==> config.mk <==
export PLATFORM = sky130hd
export DESIGN_NAME = ltl_report_arbiter_flat
export DESIGN_NICKNAME = d
export VERILOG_FILES = /design/src/rtl/ltl_report_arbiter_pkg.sv /design/src/rtl/ltl_report_arbiter_if.sv /design/src/rtl/ltl_report_arbiter_rr_pick.sv /design/src/rtl/ltl_report_arbiter.sv /design/src/flat_wrapper.sv
export SDC_FILE = /design/constraint.sdc
export NUM_CORES = 1
export LEC_CHECK = 0
export BUFFER_PORTS_ARGS = -buffer_cell sky130_fd_sc_hd__buf_2
export CAP_MARGIN = 20
export CORE_ASPECT_RATIO = 1.4
export CORE_UTILIZATION = 40
export CTS_BUF_LIST = sky130_fd_sc_hd__clkbuf_4 sky130_fd_sc_hd__clkbuf_8
export CTS_CLUSTER_SIZE = 28
export DETAILED_ROUTE_END_ITERATION = 10
export PLACE_DENSITY_LB_ADDON = 0.08
export SLEW_MARGIN = 5
export SYNTH_ARGS = -nofsm -noshare
export SYNTH_HDL_FRONTEND = slang
export SYNTH_SLANG_ARGS = --single-unit
==> constraint.sdc <==
create_clock -name clk_i -period 8.6 [get_ports clk_i]
set_clock_uncertainty 0.05 [all_clocks]
set_input_delay 0 -clock clk_i [delete_from_list [all_inputs] [get_ports clk_i]]
set_output_delay 0 -clock clk_i [all_outputs]
set_load 0.02 [all_outputs]
==> src/rtl/ltl_report_arbiter_pkg.sv <==
// Shared defaults and FSM encoding for the LTL monitor report arbiter.
package ltl_monitor_pkg;

    localparam int NUM_PROPS_DEF = 9;
    localparam int ID_W_DEF      = 4;
    localparam int CNT_W_DEF     = 8;

    typedef enum logic {
        IDLE  = 1'b0,
        OFFER = 1'b1
    } state_t;

endpackage

==> src/rtl/ltl_report_arbiter_if.sv <==
// Report channel between the arbiter (master) and its consumer (slave).
// Handshake: a report transfers on a rising edge where rpt_valid_o && rpt_ready_i;
// while rpt_valid_o && !rpt_ready_i, rpt_id_o/rpt_count_o hold stable and valid stays high.
interface ltl_report_arbiter_if #(
    parameter int ID_W  = 4,
    parameter int CNT_W = 8
);
    logic             rpt_valid_o;
    logic             rpt_ready_i;
    logic [ID_W-1:0]  rpt_id_o;
    logic [CNT_W-1:0] rpt_count_o;

    modport master (
        output rpt_valid_o,
        output rpt_id_o,
        output rpt_count_o,
        input  rpt_ready_i
    );

    modport slave (
        input  rpt_valid_o,
        input  rpt_id_o,
        input  rpt_count_o,
        output rpt_ready_i
    );
endinterface

==> src/rtl/ltl_report_arbiter_rr_pick.sv <==
// Combinational round-robin first-one search over req_i, starting at start_i and wrapping.
module ltl_rr_pick #(
    parameter int N  = 9,
    parameter int IW = 4
) (
    input  logic [N-1:0]  req_i,
    input  logic [IW-1:0] start_i,
    output logic [IW-1:0] idx_o,
    output logic          found_o
);

    always_comb begin
        int j;
        idx_o   = '0;
        found_o = 1'b0;
        j       = 0;
        for (int k = 0; k < N; k++) begin
            j = int'(start_i) + k;
            if (j >= N) begin
                j = j - N;
            end
            if (!found_o && req_i[j]) begin
                found_o = 1'b1;
                idx_o   = IW'(j);
            end
        end
    end

endmodule

==> src/rtl/ltl_report_arbiter.sv <==
// Collects per-property LTL hits into saturating counters and reports them one at a time,
// round-robin, over a valid/ready channel.
module ltl_report_arbiter
    import ltl_monitor_pkg::*;
#(
    parameter int NUM_PROPS = NUM_PROPS_DEF,
    parameter int ID_W      = ID_W_DEF,
    parameter int CNT_W     = CNT_W_DEF
) (
    input  logic                 clk_i,
    input  logic                 rst_ni,
    input  logic                 run_i,
    input  logic [NUM_PROPS-1:0] hit_i,
    input  logic                 clear_i,
    ltl_report_arbiter_if.master rpt,
    output logic [NUM_PROPS-1:0] pending_o,
    output logic                 overflow_o,
    output state_t               state_o
);

    state_t               r_state;
    state_t               w_state_nxt;
    logic                 r_valid;
    logic [ID_W-1:0]      r_id;
    logic [CNT_W-1:0]     r_count;
    logic [NUM_PROPS-1:0] r_pending;
    logic [CNT_W-1:0]     r_cnt [NUM_PROPS];
    logic                 r_overflow;
    logic [ID_W-1:0]      r_ptr;

    logic [NUM_PROPS-1:0] w_hit;
    logic [NUM_PROPS-1:0] w_pend_upd;
    logic [NUM_PROPS-1:0] w_pick_req;
    logic [ID_W-1:0]      w_pick_idx;
    logic                 w_found;
    logic                 w_capture;

    assign w_hit      = run_i ? hit_i : '0;
    assign w_pend_upd = r_pending | w_hit;
    // From IDLE only already-registered pending bits win (one-cycle latency);
    // on a handshake, hits landing on that edge are eligible too.
    assign w_pick_req = (r_state == IDLE) ? r_pending : w_pend_upd;

    ltl_rr_pick #(
        .N  (NUM_PROPS),
        .IW (ID_W)
    ) u_pick (
        .req_i   (w_pick_req),
        .start_i (r_ptr),
        .idx_o   (w_pick_idx),
        .found_o (w_found)
    );

    always_comb begin
        w_state_nxt = r_state;
        w_capture   = 1'b0;
        if (clear_i) begin
            w_state_nxt = IDLE;
        end else begin
            case (r_state)
                IDLE: begin
                    if (w_found) begin
                        w_state_nxt = OFFER;
                        w_capture   = 1'b1;
                    end
                end
                OFFER: begin
                    if (rpt.rpt_ready_i) begin
                        if (w_found) begin
                            w_capture = 1'b1;
                        end else begin
                            w_state_nxt = IDLE;
                        end
                    end
                end
                default: w_state_nxt = IDLE;
            endcase
        end
    end

    always_ff @(posedge clk_i or negedge rst_ni) begin
        if (!rst_ni) begin
            r_state <= IDLE;
            r_valid <= 1'b0;
        end else begin
            r_state <= w_state_nxt;
            r_valid <= (w_state_nxt == OFFER);
        end
    end

    always_ff @(posedge clk_i or negedge rst_ni) begin
        if (!rst_ni) begin
            r_pending  <= '0;
            r_overflow <= 1'b0;
            r_ptr      <= '0;
            r_id       <= '0;
            r_count    <= '0;
            for (int i = 0; i < NUM_PROPS; i++) begin
                r_cnt[i] <= '0;
            end
        end else if (clear_i) begin
            r_pending  <= '0;
            r_overflow <= 1'b0;
            r_ptr      <= '0;
            for (int i = 0; i < NUM_PROPS; i++) begin
                r_cnt[i] <= '0;
            end
        end else begin
            for (int i = 0; i < NUM_PROPS; i++) begin
                if (w_capture && (int'(w_pick_idx) == i)) begin
                    // A fresh hit on an already-pending winner starts the next batch;
                    // a winner pending only through this edge's hit is reported as that hit.
                    if (r_pending[i] && w_hit[i]) begin
                        r_pending[i] <= 1'b1;
                        r_cnt[i]     <= CNT_W'(1);
                    end else begin
                        r_pending[i] <= 1'b0;
                        r_cnt[i]     <= '0;
                    end
                end else if (w_hit[i]) begin
                    r_pending[i] <= 1'b1;
                    if (r_cnt[i] == {CNT_W{1'b1}}) begin
                        r_overflow <= 1'b1;
                    end else begin
                        r_cnt[i] <= r_cnt[i] + CNT_W'(1);
                    end
                end
            end
            if (w_capture) begin
                r_id    <= w_pick_idx;
                r_count <= r_pending[w_pick_idx] ? r_cnt[w_pick_idx] : CNT_W'(1);
                r_ptr   <= (w_pick_idx == ID_W'(NUM_PROPS - 1)) ? '0 : w_pick_idx + ID_W'(1);
            end
        end
    end

    assign rpt.rpt_valid_o = r_valid;
    assign rpt.rpt_id_o    = r_id;
    assign rpt.rpt_count_o = r_count;
    assign pending_o       = r_pending;
    assign overflow_o      = r_overflow;
    assign state_o         = r_state;

endmodule

==> src/flat_wrapper.sv <==
// flat-port wrapper written by rule: the top's interface ports become plain ports
module ltl_report_arbiter_flat import ltl_monitor_pkg::*;
#(
    parameter int NUM_PROPS = NUM_PROPS_DEF,
    parameter int ID_W      = ID_W_DEF,
    parameter int CNT_W     = CNT_W_DEF
)
  (clk_i, rst_ni, run_i, hit_i, clear_i, pending_o, overflow_o, state_o, rpt_rpt_valid_o, rpt_rpt_id_o, rpt_rpt_count_o, rpt_rpt_ready_i);
  ltl_report_arbiter_if #(.ID_W(ID_W), .CNT_W(CNT_W)) rpt_i ();
  input  logic clk_i;
  input  logic rst_ni;
  input  logic run_i;
  input  logic [NUM_PROPS-1:0] hit_i;
  input  logic clear_i;
  output logic [NUM_PROPS-1:0] pending_o;
  output logic overflow_o;
  output state_t state_o;
  output wire logic [$bits(rpt_i.rpt_valid_o)-1:0] rpt_rpt_valid_o;
  output wire logic [$bits(rpt_i.rpt_id_o)-1:0] rpt_rpt_id_o;
  output wire logic [$bits(rpt_i.rpt_count_o)-1:0] rpt_rpt_count_o;
  input wire logic [$bits(rpt_i.rpt_ready_i)-1:0] rpt_rpt_ready_i;
  assign rpt_rpt_valid_o = rpt_i.rpt_valid_o;
  assign rpt_rpt_id_o = rpt_i.rpt_id_o;
  assign rpt_rpt_count_o = rpt_i.rpt_count_o;
  assign rpt_i.rpt_ready_i = rpt_rpt_ready_i;
  ltl_report_arbiter #(.NUM_PROPS(NUM_PROPS), .ID_W(ID_W), .CNT_W(CNT_W)) u_core (.clk_i(clk_i), .rst_ni(rst_ni), .run_i(run_i), .hit_i(hit_i), .clear_i(clear_i), .rpt(rpt_i), .pending_o(pending_o), .overflow_o(overflow_o), .state_o(state_o));
endmodule
Word level (Yosys, flattened, before mapping)
Cells that the tools add are included. Widths: inputs -> output; s select.

Register bits: 99. Bits of input ports: 14. Output and inout port bits: 24. Word-level logic and storage cells: 323.

Add/sub/neg operators: 27. $lt $le $gt $ge: 20. Equal/unequal tests: 27. Mux-type cells: 167. Bitwise logic cells: 4. Reductions and logical operators: 55.

Operators by type and width (count): $lt 32x6->1 const B (9); $mux 32 (9); $mux 8 (30); $mux 1 (99); $add 8x1->8 const B (9); $eq 8x8->1 const B (9); $mux 72 (1); $mux 4 (12); $sub 5x4->6 const B (8); $bmux 1 s4 (10); $ge 5x4->1 const B (8); $bmux 8 s4 (1); $mux 9 (3); $ne 3x2->1 const B (9); $reduce_bool 3->1 (9); $logic_and 1x1->1 (26); $eq 4x4->1 const B (6); $add 4x3->5 const B (4); $reduce_and 2->1 (10); $add 4x2->5 const B (2); $or 9x9->9 (1); $eq 4x3->1 const B (2); $logic_not 1->1 (8); $add 4x1->5 const B (1); other kinds (12) (14).

Depth between registers and ports, before layout
Word-level depth: 64. Depth in mapped cells: 29.

Hierarchy
From an unflattened synthesis, not the netlist that was laid out.

Cell total of the unflattened synthesis: 1103. Area, all modules: 9307.7 µm².

Modules (own cells, without submodules): ltl_report_arbiter (times used 1, cells each 620, area each 5831.8 µm²); ltl_rr_pick (times used 1, cells each 483, area each 3475.8 µm²).

Least setup slack after synthesis
No wires, ideal clock.

Path kind: flip-flop to flip-flop. Start point: reg u_core.r_ptr[0]. End point: reg u_core.r_overflow (netlist: u_core.overflow_o). Data arrival time: 5.819 ns. Slack: 2.594 ns. Cell stages (with the launch flop): 27. Buffers on the path: 6. Cells stage by stage: dfrtp_1 buf_4 inv_1 buf_2 buf_2 buf_1 ha_1 nor2b_1 or2_2 o21ai_2 mux2_2 o311a_1 or3_1 a211o_1 o31a_1 nand4_2 a21oi_1 or2_1 buf_4 inv_2 buf_2 ha_1 and3_1 or3_1 nand3_1 nor3_1 a31oi_1.

Elaborated cells between the ends (all ways): 146. Those cells by class: add/sub: 17; order compare: 9; eq/ne: 8; mux: 86; reduce/logical: 26.

RTL lines: from (decl) (line ltl_report_arbiter.sv:29) `logic [ID_W-1:0] r_ptr;`; from (signal assigned) (line ltl_report_arbiter.sv:132) `r_ptr <= (w_pick_idx == ID_W'(NUM_PROPS - 1)) ? '0 : w_pick_idx + ID_W'(1);`; branches (longest 29 deep; another with $sub 5x4->6); $mux 4 * (line ltl_report_arbiter_rr_pick.sv:22) `if (!found_o && req_i[j]) begin`; named net u_core.u_pick.idx_o[0] (line ltl_report_arbiter_rr_pick.sv:8) `output logic [IW-1:0] idx_o,`; $logic_not 4->1 (line ltl_report_arbiter.sv:110) `if (w_capture && (int'(w_pick_idx) == i)) begin`; $logic_and 1x1->1 (line ltl_report_arbiter.sv:110); $mux 1 (line ltl_report_arbiter.sv:110); $mux 1 (line ltl_report_arbiter.sv:122) `if (r_cnt[i] == {CNT_W{1'b1}}) begin`; $mux 1 (line ltl_report_arbiter.sv:120) `end else if (w_hit[i]) begin`; (+17 left out); $mux 1 (line ltl_report_arbiter.sv:110); $mux 1 (line ltl_report_arbiter.sv:122); $mux 1 (line ltl_report_arbiter.sv:120); $mux 1 (line ltl_report_arbiter.sv:110); $mux 1 (line ltl_report_arbiter.sv:122); $mux 1 (line ltl_report_arbiter.sv:120); $mux 1 * (line ltl_report_arbiter.sv:110); $mux 1 * (line ltl_report_arbiter.sv:101) `end else if (clear_i) begin`; to (signal assigned) (line ltl_report_arbiter.sv:94) `r_overflow <= 1'b0;`; to (signal assigned) (line ltl_report_arbiter.sv:103) `r_overflow <= 1'b0;`; to (signal assigned) (line ltl_report_arbiter.sv:123) `r_overflow <= 1'b1;`; to (decl) (line ltl_report_arbiter.sv:28) `logic r_overflow;`.

Mark *: on every way through the listed nets, which the timed path passes. The select of a mux whose other input is x is not followed. A chain may end at the register's enable or synchronous reset.

Worst setup path in the final report
Start point: reg u_core.r_ptr[3]. End point: reg u_core.r_overflow (netlist: u_core.overflow_o).

Longest elaborated chain between the ends: 63. Elaborated cells between the ends (all ways): 146. Those cells by class: add/sub: 17; order compare: 9; eq/ne: 8; mux: 86; reduce/logical: 26.

Ends and longest elaborated chain (line): branches (longest 61 deep; another with $sub 5x4->6); $mux 1 * (ltl_report_arbiter.sv:110); $mux 1 * (ltl_report_arbiter.sv:101).

Mark *: on every way between the ends. The select of a mux whose other input is x is not followed.

==> impl_metrics.toml <==
[cts]
cts_max_path_buffers = 2
cts_buffers = 9
clk_latency_ns = 0.38
post-cts-setup-buffers = 0
clock_sinks = 99
cts_max_level = 3
cts_resized = 0
cts_tree = "done"
clockRootBuffer = "clkbuf_8"
path_clk_slew_ns = 0.10

[logic_synthesis]
ys_ff_latch = 99
synth_seq_area_share_pct = 26.4
syn_nets = 1188
syn_avg_cell_area_sq_um = 8.25
yosysUniqueCellTypes = 99
synthArstFlopShare_pct = 100
synth_edf_count = 0
synth_warnings = 0
netlist_instances = 1137
netlist_area_sq_um = 9380
ys.flop_type = "dfrtp_1"

[global_route]
grt_overflow = 0
grt_pass1_wl_mm = 52.0
grt_pass1_vias = 8894
grt_max_degree = 53
antenna_found_initial = 0
grt_usage_pct = 28.0

[setup_path]
r2r_slack_ns = 1.67
rr_worst_depth = 21
path_max_fanout = 31
endpoint_kind = "register"
critPathRequiredTime_ns = 8.80
arrival_ns = 7.13
start_kind = "register"
criticalPathCategory = "register to register"
reg2reg_to = "u_core.overflow_o"
r2r_start = "u_core.r_ptr[3]"

[timing]
setup_tns_ns = 0
timing_hold_violations_final = 0
setup_viol = 0
drv_slew = 0
tightest_slew_ns = 1.07
grt_setup_unrepaired = "no"
period_share_pct = 80.6
min_period_ns = 6.93
slew_headroom_pct = 28.0
fin_ws_ns = 1.67
max_freq_mhz = 144

[drt]
vias = 8926
wl_per_cell_um = 22.7
drc = 0
first_iter_violations = 759
drtPass1Iterations = 5
post_drt_via_cell_ratio = 6.11
ant_nets = 0
routed_wl_mm = 33.2

[die]
die_x_um = 131
io_pins = 38
rows = 65
dieArea_sq_um = 24100
core_area_sq_um = 22800
initial_utilization_pct = 41.2
die_h_um = 183

[placement]
io_buffers = 37
dp_slack_ns = 1.81
dpl_cell_area_sq_um = 9800
gp_congestion = 0.938
hpwlAfterDp_mm = 25.2

[power]
swShare_pct = 56.3
pwr-share-comb_pct = 78.2
internal_power_w = 0.00194
p_seq_share_pct = 13.8
p_sw_w = 0.00249
vdd_drop_max_mv = 0.326
power.leakage_nw = 4.21
power_density_nw_per_um2 = 438
p_clk_share_pct = 8.0

[finish]
fin_util_pct = 44.4
area_growth_pct = 7.75
design_area_sq_um = 10100
insertedDiodeCount = 0
drive_above_1_share_pct = 11.6
final_nets = 1205

[worst_hold_path]
worstHoldEndpoint = "u_core.r_cnt[33]"
hold_path_depth = 4
min_path_type = "input pin to register"
min_from = "hit_i[4]"

[outcome]
status = "finished, final reports clean"

[run]
drv_cap = 0
-- critical path: stages, from the launching register on --
cell,delay (ns)
dfrtp_1,0.48
buf_4,0.37
ha_1,0.85
nor3b_1,0.11
o21ba_2,0.27
a21oi_1,0.44
nor3_1,0.09
o32a_1,0.39
a31oi_2,0.44
and4_1,0.38
nand2_1,0.10
nor3_1,0.25
a21oi_1,0.16
or2_1,0.24
buf_4,0.21
inv_2,0.62
ha_1,0.30
and3_1,0.24
or3_1,0.13
nand3_1,0.07
nor3_1,0.45
a31oi_1,0.14
-- final cells by class --
cell class / count / area [sq um]
fillers: 2335 / 12700
multi-input cells: 951 / 6500
flip-flops and latches: 99 / 2480
repair buffers: 64 / 408
well taps: 301 / 377
clock buffers: 12 / 159
inverters: 29 / 109
clock inverters: 4 / 72.6
-- sequential cells by signal (all words and copies together) (netlist names) --
register and count:
u_core.r_cnt 72, u_core.pending_o 9, u_core.rpt.rpt_count_o 8, u_core.r_ptr 4, u_core.rpt.rpt_id_o 4, u_core.overflow_o 1, u_core.state_o 1
-- power groups by stage --
| stage | registers, W | clock network (W) | logic [W] |
|---|---|---|---|
| 2_1_floorplan | 0.000615 | 0 | 0.00253 |
| 3_3_place_gp | 0.000618 | 0 | 0.00338 |
| 3_5_place_dp | 0.000616 | 0 | 0.00338 |
| 4_1_cts | 0.000608 | 0.000364 | 0.00340 |
| 5_1_grt | 0.000617 | 0.000377 | 0.00369 |
| 6_report | 0.000610 | 0.000354 | 0.00346 |
-- kinds of logic after synthesis --
| kind of cell | count (synthesis) | synth area share, % |
|---|---|---|
| buffers and inverters | 87 | 4.25 |
| AO/OA/AOI/OAI | 273 | 20.9 |
| adder cells (fa/ha/maj) | 41 | 5.36 |
| XOR/XNOR | 82 | 7.90 |
| flip-flops | 99 | 26.4 |
| AND/OR/NAND/NOR | 471 | 25.3 |
| multiplexers | 84 | 9.91 |
-- cells in the mapped netlist, drive strengths merged, types with 34 or more instances --
| cell type | number | area (sq um) |
|---|---|---|
| a21oi | 56 | 295 |
| xnor2 | 47 | 434 |
| nor3 | 37 | 190 |
| dfrtp | 99 | 2480 |
| nor2 | 148 | 556 |
| o21ai | 49 | 253 |
| xor2 | 35 | 307 |
| nand2 | 92 | 345 |
| mux2i | 67 | 671 |
| ha | 37 | 463 |
| buf | 34 | 200 |
| nand3 | 42 | 210 |
-- layer usage --
layer	track usage, %	wire length (um)
met2	50.7	17100
met4	17.7	2040
met5	0	0
met3	2.49	859
met1	31.5	13200
-- timing repair --
action,4_1_cts,5_1_grt
setup endpoints to repair,0,0
hold buffers,7,0
endpoints found under the hold margin,54,0
-- worst max path at each step --
stage / from / slack, ns / endpoint / cells past startpoint
floorplan: u_core.r_ptr[0] / 2.59 / u_core.overflow_o / 26
global placement: u_core.r_ptr[3] / 1.89 / u_core.overflow_o / 21
detailed placement: u_core.r_ptr[3] / 1.81 / u_core.overflow_o / 21
CTS: u_core.r_ptr[3] / 1.77 / u_core.overflow_o / 21
global route: u_core.r_ptr[3] / 1.30 / u_core.overflow_o / 21
finish: u_core.r_ptr[3] / 1.67 / u_core.overflow_o / 21
-- through the flow --
| step | total power, W | cells | hold slack (ns) |
|---|---|---|---|
| finish | 0.00443 | 1460 | 0.0140 |
| global route | 0.00469 | 1460 | 0.0374 |
| CTS | 0.00437 | 1459 | 0.00696 |
| detailed placement | 0.00399 | 1436 | 0.0243 |
| global placement | 0.00400 | 1436 | 0.0220 |
| floorplan | 0.00314 | 1137 | -0.346 |
-- layout by cell type (no fill, tap or decap), types with 19 or more instances in the layout --
cell type,n
inv_1,26
buf_2,36
a21oi_1,54
nor2b_1,23
o21ai_0,45
nor3_1,36
nand2_1,92
mux2i_1,67
nand4_1,26
nand3_1,42
ha_1,37
dfrtp_1,98
buf_4,21
xnor2_1,44
a31oi_1,22
nand2b_1,19
nor2_1,148
xor2_1,35
(Power assumes the default switching activity.)
